`config.mk`:
```
export PLATFORM = sky130hd
export DESIGN_NAME = key_converter
export DESIGN_NICKNAME = d
export VERILOG_FILES = /design/src/rtl/game_pkg.sv /design/src/rtl/key_converter.sv
export SDC_FILE = /design/constraint.sdc
export NUM_CORES = 1
export LEC_CHECK = 0
export BUFFER_PORTS_ARGS = -buffer_cell sky130_fd_sc_hd__buf_2
export CAP_MARGIN = 10
export CORE_AREA = 3 3 40 42
export CTS_CLUSTER_DIAMETER = 30
export DETAILED_ROUTE_END_ITERATION = 8
export DIE_AREA = 0 0 43 45
export SYNTH_ARGS = -nofsm -noshare
export SYNTH_HDL_FRONTEND = slang
export SYNTH_SLANG_ARGS = --single-unit
```
`constraint.sdc`:
```
create_clock -name clk -period 0.8 [get_ports clk]
set_input_delay 0.16 -clock clk [delete_from_list [all_inputs] [get_ports clk]]
set_output_delay 0.16 -clock clk [all_outputs]
set_load 0.02 [all_outputs]
```
`src/rtl/game_pkg.sv`:
```
// Shared game definitions: key enumeration, ASCII codes of the game keys,
// and the byte-to-key decode reused by the game state machine.
package game_pkg;

  localparam int unsigned KEY_W   = 4;
  localparam int unsigned ASCII_W = 8;

  typedef logic [KEY_W-1:0]   key_t;
  typedef logic [ASCII_W-1:0] ascii_t;

  localparam key_t KEY_NONE  = 4'd0;
  localparam key_t KEY_W_UP  = 4'd1;
  localparam key_t KEY_A     = 4'd2;
  localparam key_t KEY_S     = 4'd3;
  localparam key_t KEY_D     = 4'd4;
  localparam key_t KEY_J     = 4'd5;
  localparam key_t KEY_K     = 4'd6;
  localparam key_t KEY_L     = 4'd7;
  localparam key_t KEY_SPACE = 4'd8;

  localparam ascii_t ASC_W     = 8'h77;
  localparam ascii_t ASC_A     = 8'h61;
  localparam ascii_t ASC_S     = 8'h73;
  localparam ascii_t ASC_D     = 8'h64;
  localparam ascii_t ASC_J     = 8'h6A;
  localparam ascii_t ASC_K     = 8'h6B;
  localparam ascii_t ASC_L     = 8'h6C;
  localparam ascii_t ASC_SPACE = 8'h20;

  localparam ascii_t ASC_UPPER_FIRST = 8'h41;
  localparam ascii_t ASC_UPPER_LAST  = 8'h5A;
  localparam ascii_t ASC_CASE_BIT    = 8'h20;

  // Upper-case letters fold onto lower case when case-insensitive; unknown
  // bits fail every compare and fall through to KEY_NONE.
  function automatic key_t decode_key(input ascii_t b, input logic case_insensitive);
    ascii_t c;
    key_t   k;
    c = b;
    k = KEY_NONE;
    if (case_insensitive && (b >= ASC_UPPER_FIRST) && (b <= ASC_UPPER_LAST)) begin
      c = b | ASC_CASE_BIT;
    end
    case (c)
      ASC_W:     k = KEY_W_UP;
      ASC_A:     k = KEY_A;
      ASC_S:     k = KEY_S;
      ASC_D:     k = KEY_D;
      ASC_J:     k = KEY_J;
      ASC_K:     k = KEY_K;
      ASC_L:     k = KEY_L;
      ASC_SPACE: k = KEY_SPACE;
      default:   k = KEY_NONE;
    endcase
    return k;
  endfunction

endpackage

```
`src/rtl/key_converter.sv`:
```
// Keyboard ASCII byte to game key code, registered once; pure level
// translation with no debouncing or edge detection.
module key_converter
  import game_pkg::*;
#(
  parameter int unsigned CASE_INSENSITIVE = 1
) (
  output logic [KEY_W-1:0]   key,
  input  logic [ASCII_W-1:0] keyboard,
  input  logic               clk,
  input  logic               rst
);

  localparam logic CI = 1'(CASE_INSENSITIVE != 0);

  key_t key_d;
  key_t key_q;

  always_comb begin
    key_d = KEY_NONE;
    key_d = decode_key(keyboard, CI);
  end

  always_ff @(posedge clk or posedge rst) begin
    if (rst) begin
      key_q <= KEY_NONE;
    end else begin
      key_q <= key_d;
    end
  end

  assign key = key_q;

endmodule

```
==> results of run 1 <==
-- synth_stat cells, drive strengths merged, types with 2 or more instances --
cell type	instances
dfrtp	4
nor2	2
nor3	3
xnor2	2
-- area by class of cell --
class | count | area [µm²]
clock buffer | 3 | 22.5
fill | 130 | 837
inverter | 1 | 3.75
multi-input combinational | 18 | 123
sequential | 4 | 100
tap | 15 | 18.8
timing repair buffer | 23 | 180
-- repair_timing --
item / 4_1_cts / 5_1_grt
hold buffers: 1 / 0
endpoints found under the setup margin: 5 / 5
cloned: 0 / 0
endpoints found under the hold margin: 4 / 0
buffers inserted: 0 / 0
pin swaps: 1 / 0
resized for setup: 8 / 3
-- cell families after synthesis --
logic type / count (synthesis)
flops: 4
compound gates: 4
buf+inv: 2
simple gates: 12
xor+xnor: 2
-- path summary, 6_finish.rpt --
| check | start | end | slack [ns] | depth (start not counted) |
|---|---|---|---|---|
| setup / recovery | key[1] | key[1] | -0.08 | 1 |
| max in group asynchronous | rst | key[2] | 0.29 | 3 |
| min in group asynchronous | rst | key[1] | 0.35 | 3 |
| hold / removal | keyboard[4] | key[3] | 0.18 | 3 |
-- report_power, final --
group          total (mW)  leakage [nW]  switching [mW]  internal [mW]
sequential          0.208        0.0555         0.00129          0.207
combinational       0.128         0.152          0.0515         0.0761
clock               0.242        0.0138          0.0745          0.167
-- layer usage --
metal	wire (µm)	up-vias
li1	-	137
met1	237	107
met2	302	13
met3	55	0
met4	0	0
met5	0	-
-- stage by stage --
stage	cell area [µm²]	setup slack, ns	TNS, ns	hold WS, ns	total power, mW
finish	448	-0.0810	-0.312	0.175	0.577
floorplan	240	-0.0879	-0.170	-0.0739	0.256
CTS	435	-0.0933	-0.363	0.172	0.585
global route	448	-0.104	-0.389	0.186	0.605
global placement	378	-0.219	-0.546	0.0432	0.323
detailed placement	378	-0.241	-0.559	0.0442	0.325
-- placed cells by master, fill, tap and decap left out --
cell           count
xnor2_1            2
buf_2              7
nor3_2             1
nor2_1             2
a32oi_1            1
a21o_1             1
nand4_1            1
buf_6              6
nor3_1             2
o21ai_1            1
dlygate4sd3_1      1
nor2b_1            1
nand2_1            1
buf_4              9
inv_1              1
clkbuf_4           3
or4_1              1
a21oi_1            1
nand3b_1           1
or3b_4             1
dfrtp_1            4
nand4b_1           1
==> metrics.csv, run 1 <==
stage,metric,value,unit
status,status,"complete, but fails checks",
status,violations,negative setup slack,
routing,wl_per_cell,9.30,µm
power,power_density,1290,nW/µm²
floorplan,pin_count,14,
cts,cts_num_sinks,4,
cts,numCtsBuffers,3,
flow_run,drv_cap,0,
global_route,use_met1,8.07,%
critical_path,worst-endpoint-arrival,0.72,ns
cts,cts_max_level,1,
global_route,gr-total-overflow,0,
routing,drc,0,
cts,clk_path_buf_depth,2,
synth,ys.flop_type,dfrtp_1,
timing,period_needed,0.881,ns
cts,cts_tree,yes,
routing,viasPerCell,4.02,
synth,syn-instance-count,24,
critical_path,path_class,register to primary output,
critical_path,crit_fanout,1,
routing,ant_nets,0,
layout,area_growth_syn_to_layout,100,%
global_route,busiest_layer,met2,
timing,drv_slew,0,
global_route,grt_pass1_wl,938,µm
layout,final_util,34.9,%
synth,synth_top_area_cell,dfrtp_1,
critical_path,end_kind,primary output,
place,dpl.hpwl,483,µm
global_route,grt.total_usage,6.95,%
place,gp_congestion,0.754,
synth,synth_xor_xnor_area_share,7.82,%
synth,synth-compound-area-share,11.7,%
floorplan,rows,13,
place,numPortBuffers,13,
synth,synthAdderAreaFrac,0,%
timing,setup_viol,4,
synth,postSynthAreaPerCell,9.33,µm²
min_path,hold_class,input pin to register,
routing,drt_iter0_drc,1,
timing,fmax,1.14,GHz
layout,largest_reg_flops,4,
synth,syn_area,224,µm²
global_route,grt_antenna_before_repair,0,
synth,synth_seq_cells,4,
synth,yosysWarningCount,0,
floorplan,dieArea,1940,µm²
critical_path,crit_chain,buf_6,
synth,synth.distinct_cells,17,
critical_path,critPathSlowestCell,dfrtp_1,
routing,wirelength,595,µm
synth,synthArstFlopShare,100,%
layout,fin_nets,61,
power,peakVddDrop,0.000446,V
timing,worst_pin_slew,0.199,ns
timing,slew_headroom,86.7,%
floorplan,die_y,45,µm
layout,num_antenna_cells,0,
synth,synthSimpleGateAreaFrac,31.8,%
timing,final_hold_viol_count,0,
global_route,grt_use_met2,9.58,%
layout,stdcell_count,64,
layout,drive_gt1_share,55.1,%
routing,dr.pass1.iters,3,
synth,ys_seq_area_share,44.7,%
cts,cts-root-buf,clkbuf_4,
floorplan,coreArea,1280,µm²
global_route,first_global_vias,265,
timing,rsz0062_at_grt,yes,
synth,synth_fp_nets,34,
synth,synth_top_family_by_area,simple AND/OR/NAND/NOR gates,
power,leakagePower,0.221,nW
critical_path,critPathMaxStageDelay,0.36,ns
timing,worst_slack,-0.0810,ns
routing,vias,257,
synth,synth_edf_count,0,
critical_path,worst_setup_path_start_kind,register,
critical_path,critPathRequiredTime,0.64,ns
synth,synth_area_leaders,"dfrtp_1 (45%), xnor2_1 (7.8%), nor3_1 (6.7%)",
global_route,grt_max_degree,7,
floorplan,initial_core_util,17.4,%
floorplan,die_w,43,µm
cts,path_clk_slew,0.04,ns
critical_path,crit_family,flip-flops,
critical_path,crit_buf_inv,1,
synth,yosysTopAreaCellShare,44.7,%
synth,synth_mux_area_share,0,%
timing,min_period_over_period,110,%
place,dpl.cell_count,60,
global_route,use_met3,1.20,%
(Power assumes the default switching activity.)
==> run 2, diff against run 1 <==
- BUFFER_PORTS_ARGS: -buffer_cell sky130_fd_sc_hd__buf_2 -> not set
- DONT_BUFFER_PORTS: not set -> 1
==> metrics.csv, run 2 (synthesized netlist as in run 1, its figures left out) <==
stage,metric,value,unit
status,status,"complete, but fails checks",
status,violations,negative setup slack,
layout,largest_reg_flops,4,
global_route,first_global_vias,194,
routing,drt_iter0_drc,0,
timing,setup_viol,4,
place,place_area,253,µm²
timing,rsz0062_at_grt,yes,
routing,viasPerCell,4.43,
layout,num_antenna_cells,0,
place,dpl.cell_count,39,
global_route,grt_pass1_wl,759,µm
layout,fin_nets,41,
timing,final_hold_viol_count,0,
power,clkPwrFrac,48.2,%
floorplan,initial_core_util,17.4,%
power,peakVddDrop,0.000280,V
cts,cts_tree,yes,
min_path,worstHoldStart,keyboard[3],
min_path,hold_class,input pin to register,
layout,fillCellCount,134,
flow_run,drv_cap,0,
critical_path,worst_setup_path_start_kind,register,
cts,clk_path_buf_depth,2,
timing,slew_headroom,86.8,%
power,sequentialPowerShare,42.7,%
power,power_density,1660,nW/µm²
cts,path_clk_slew,0.04,ns
layout,area_growth_syn_to_layout,34.1,%
layout,drive_gt1_share,34.5,%
routing,ant_nets,0,
critical_path,path_class,register to primary output,
floorplan,pin_count,14,
timing,fmax,1.21,GHz
global_route,grt.total_usage,5.86,%
min_path,hold_depth,1,
critical_path,critPathRequiredTime,0.64,ns
cts,post-cts-setup-buffers,0,
power,p_int,403,µW
routing,drc,0,
routing,vias,195,
place,numPortBuffers,0,
power,pwr-share-comb,9.1,%
power,swShare,19.0,%
cts,cts_max_level,1,
cts,numCtsBuffers,3,
critical_path,end_kind,primary output,
floorplan,coreArea,1280,µm²
global_route,gr-total-overflow,0,
timing,drv_slew,0,
critical_path,crit_fanout,1,
floorplan,dieArea,1940,µm²
min_path,whs_endpoint,key[0],
place,gp_congestion,0.695,
cts,cts_num_sinks,4,
floorplan,die_y,45,µm
timing,finalHoldWorstSlack,0.0602,ns
floorplan,rows,13,
floorplan,die_w,43,µm
layout,stdcell_count,44,
layout,finalInstanceArea,300,µm²
power,p_sw,94.6,µW
layout,final_cell_mix,"dfrtp_2 (4), clkbuf_4 (3)",
routing,wirelength,447,µm
layout,final_common_cell,dfrtp_2,
global_route,grt_max_degree,8,
timing,worst_pin_slew,0.197,ns
place,pre_cts_ws,-0.123,ns
timing,period_needed,0.825,ns
timing,worst_slack,-0.0253,ns
routing,dr.pass1.iters,1,
routing,wl_per_cell,10.2,µm
timing,min_period_over_period,103,%
global_route,grt_antenna_before_repair,0,
cts,cts-root-buf,clkbuf_4,
critical_path,worst-endpoint-arrival,0.67,ns
power,leakagePower,0.116,nW
## run 2: repair_timing
item | CTS | global route
pin swaps | 0 | 0
gates resized for setup | 4 | 0
hold buffers | 2 | 0
endpoints found under the hold margin | 5 | 0
setup endpoints to repair | 4 | 4
## run 2: layout make-up
type / count / area, µm² / area share (%)
clock buffer: 3 / 22.5 / 7.50
inverter: 1 / 3.75 / 1.25
multi-input combinational: 18 / 123 / 40.8
sequential: 4 / 105 / 35.0
tap: 15 / 18.8 / 6.25
timing repair buffer: 3 / 27.5 / 9.17
## run 2: stage by stage
step / power, mW / utilization (%) / TNS, ns
5_1_grt: 0.540 / 23.4 / -0.192
3_3_place_gp: 0.253 / 19.7 / -0.143
6_report: 0.497 / 23.4 / -0.0966
4_1_cts: 0.514 / 23.4 / -0.146
3_5_place_dp: 0.253 / 19.7 / -0.165
2_1_floorplan: 0.256 / - / -0.170
## run 2: how the worst max path moves through the flow
stage | startpoint | end | slack, ns | cells past startpoint
after floorplan | keyboard[7] | key[0] | -0.09 | 3
after global placement | keyboard[7] | key[0] | -0.11 | 3
after detailed placement | keyboard[7] | key[0] | -0.12 | 3
after CTS | key[0] | key[0] | -0.04 | 0
after global routing | key[3] | key[3] | -0.05 | 0
final | key[0] | key[0] | -0.03 | 0
## run 2: power by group through the flow
stage	sequential (mW)	combinational (mW)	clock, mW
finish	0.213	0.0452	0.240
global route	0.213	0.0501	0.277
CTS	0.213	0.0459	0.255
detailed placement	0.215	0.0381	0
global placement	0.215	0.0381	0
floorplan	0.214	0.0421	0
## run 2: routing by layer
layer	vias up	share of wire (%)	GRT usage (%)
met5	-	0	0
met4	0	0	7.23
met3	0	16	3.98
met2	16	39	6.29
met1	80	45	6.60
li1	99	-	-
==> run 3, diff against run 2 <==
- REMOVE_ABC_BUFFERS: not set -> 1
==> metrics.csv, run 3 (synthesized netlist as in run 1, its figures left out) <==
stage,metric,value,unit
place,gp_congestion,0.745,
layout,largest_reg_flops,4,
routing,vias,196,
layout,final_util,23.0,%
floorplan,die_w,43,µm
min_path,hold_class,input pin to register,
layout,num_antenna_cells,0,
timing,period_needed,0.824,ns
cts,cts_num_sinks,4,
place,numPortBuffers,0,
global_route,grt.total_usage,5.92,%
routing,ant_nets,0,
layout,drive_gt1_share,24.1,%
power,peakVddDrop,0.000298,V
place,dpl.hpwl,420,µm
layout,fin_nets,41,
floorplan,dieArea,1940,µm²
routing,dr.pass1.iters,1,
global_route,use_met1,6.05,%
status,status,"complete, but fails checks",
timing,fin_setup_tns,-0.0877,ns
global_route,use_met3,2.39,%
timing,fmax,1.21,GHz
critical_path,crit_fanout,1,
timing,drv_slew,0,
timing,rsz0062_at_grt,yes,
routing,drt_iter0_drc,0,
timing,slew_headroom,88.3,%
critical_path,path_class,register to primary output,
cts,post-cts-setup-buffers,0,
routing,wirelength,521,µm
timing,min_period_over_period,103,%
layout,regArea,103,µm²
cts,cts-root-buf,clkbuf_4,
cts,clk_path_buf_depth,2,
global_route,grt_pass1_wl,821,µm
routing,drc,0,
cts,numCtsBuffers,3,
place,pre_cts_ws,-0.166,ns
status,violations,negative setup slack,
layout,final_common_cell,clkbuf_4,
cts,cts_tree,yes,
flow_run,drv_cap,0,
global_route,grt_max_degree,8,
critical_path,critPathRequiredTime,0.64,ns
timing,setup_viol,4,
timing,final_hold_viol_count,0,
floorplan,rows,13,
floorplan,coreArea,1280,µm²
floorplan,initial_core_util,17.4,%
global_route,first_global_vias,211,
timing,finalHoldWorstSlack,0.0536,ns
timing,worst_pin_slew,0.174,ns
critical_path,worst-endpoint-arrival,0.66,ns
global_route,grt_antenna_before_repair,0,
floorplan,die_y,45,µm
global_route,grt_use_met2,9.28,%
layout,area_growth_syn_to_layout,31.8,%
power,leakagePower,0.119,nW
global_route,busiest_layer,met2,
floorplan,pin_count,14,
cts,path_clk_slew,0.04,ns
critical_path,worst_setup_path_start_kind,register,
cts,cts_max_level,1,
layout,finalInstanceArea,295,µm²
layout,multi_input_area,120,µm²
critical_path,end_kind,primary output,
routing,wl_per_cell,11.8,µm
layout,fillCellCount,142,
power,power_density,1690,nW/µm²
global_route,gr-total-overflow,0,
place,place_area,245,µm²
timing,worst_slack,-0.0244,ns
routing,viasPerCell,4.45,
-- run 3: cell count changes in the layout (fill, tap and decap cells not counted) --
cell	delta
dfrtp_1	+2
dfrtp_2	-2
o21ai_0	+1
o21ai_1	-1
or3b_1	+1
or3b_4	-1
-- run 3: final cells by class --
type	instances	area share (%)
Sequential cell	4	34.7
Clock buffer	3	7.63
Multi-Input combinational cell	18	40.7
Tap cell	15	6.36
Inverter	1	1.27
Timing Repair Buffer	3	9.32
-- run 3: final timing paths --
| kind | start | end | slack (ns) | cells after the start |
|---|---|---|---|---|
| max in group asynchronous | rst | key[1] | 0.39 | 2 |
| min in group asynchronous | rst | key[2] | 0.25 | 2 |
| worst min-delay path | keyboard[3] | key[0] | 0.05 | 1 |
| worst max-delay path | key[0] | key[0] | -0.02 | 0 |
-- run 3: layer usage --
metal	vias up	share of wire [%]
li1	97	-
met1	87	38
met2	12	48
met3	0	14
met4	0	0
met5	-	0
-- run 3: timing repair --
item,in CTS,in global routing
resized for setup,0,3
endpoints found under the hold margin,5,0
hold buffers,2,0
pin swaps,0,0
endpoints found under the setup margin,4,4
-- run 3: report_power, final --
| group | internal (mW) | switching, mW |
|---|---|---|
| logic | 0.0265 | 0.0169 |
| clock network | 0.167 | 0.0757 |
| registers | 0.207 | 0.00518 |
-- run 3: stage by stage --
step           total power, mW  cells
2_1_floorplan            0.243     23
3_3_place_gp             0.248     39
3_5_place_dp             0.249     39
4_1_cts                  0.506     44
5_1_grt                  0.521     44
6_report                 0.499     44
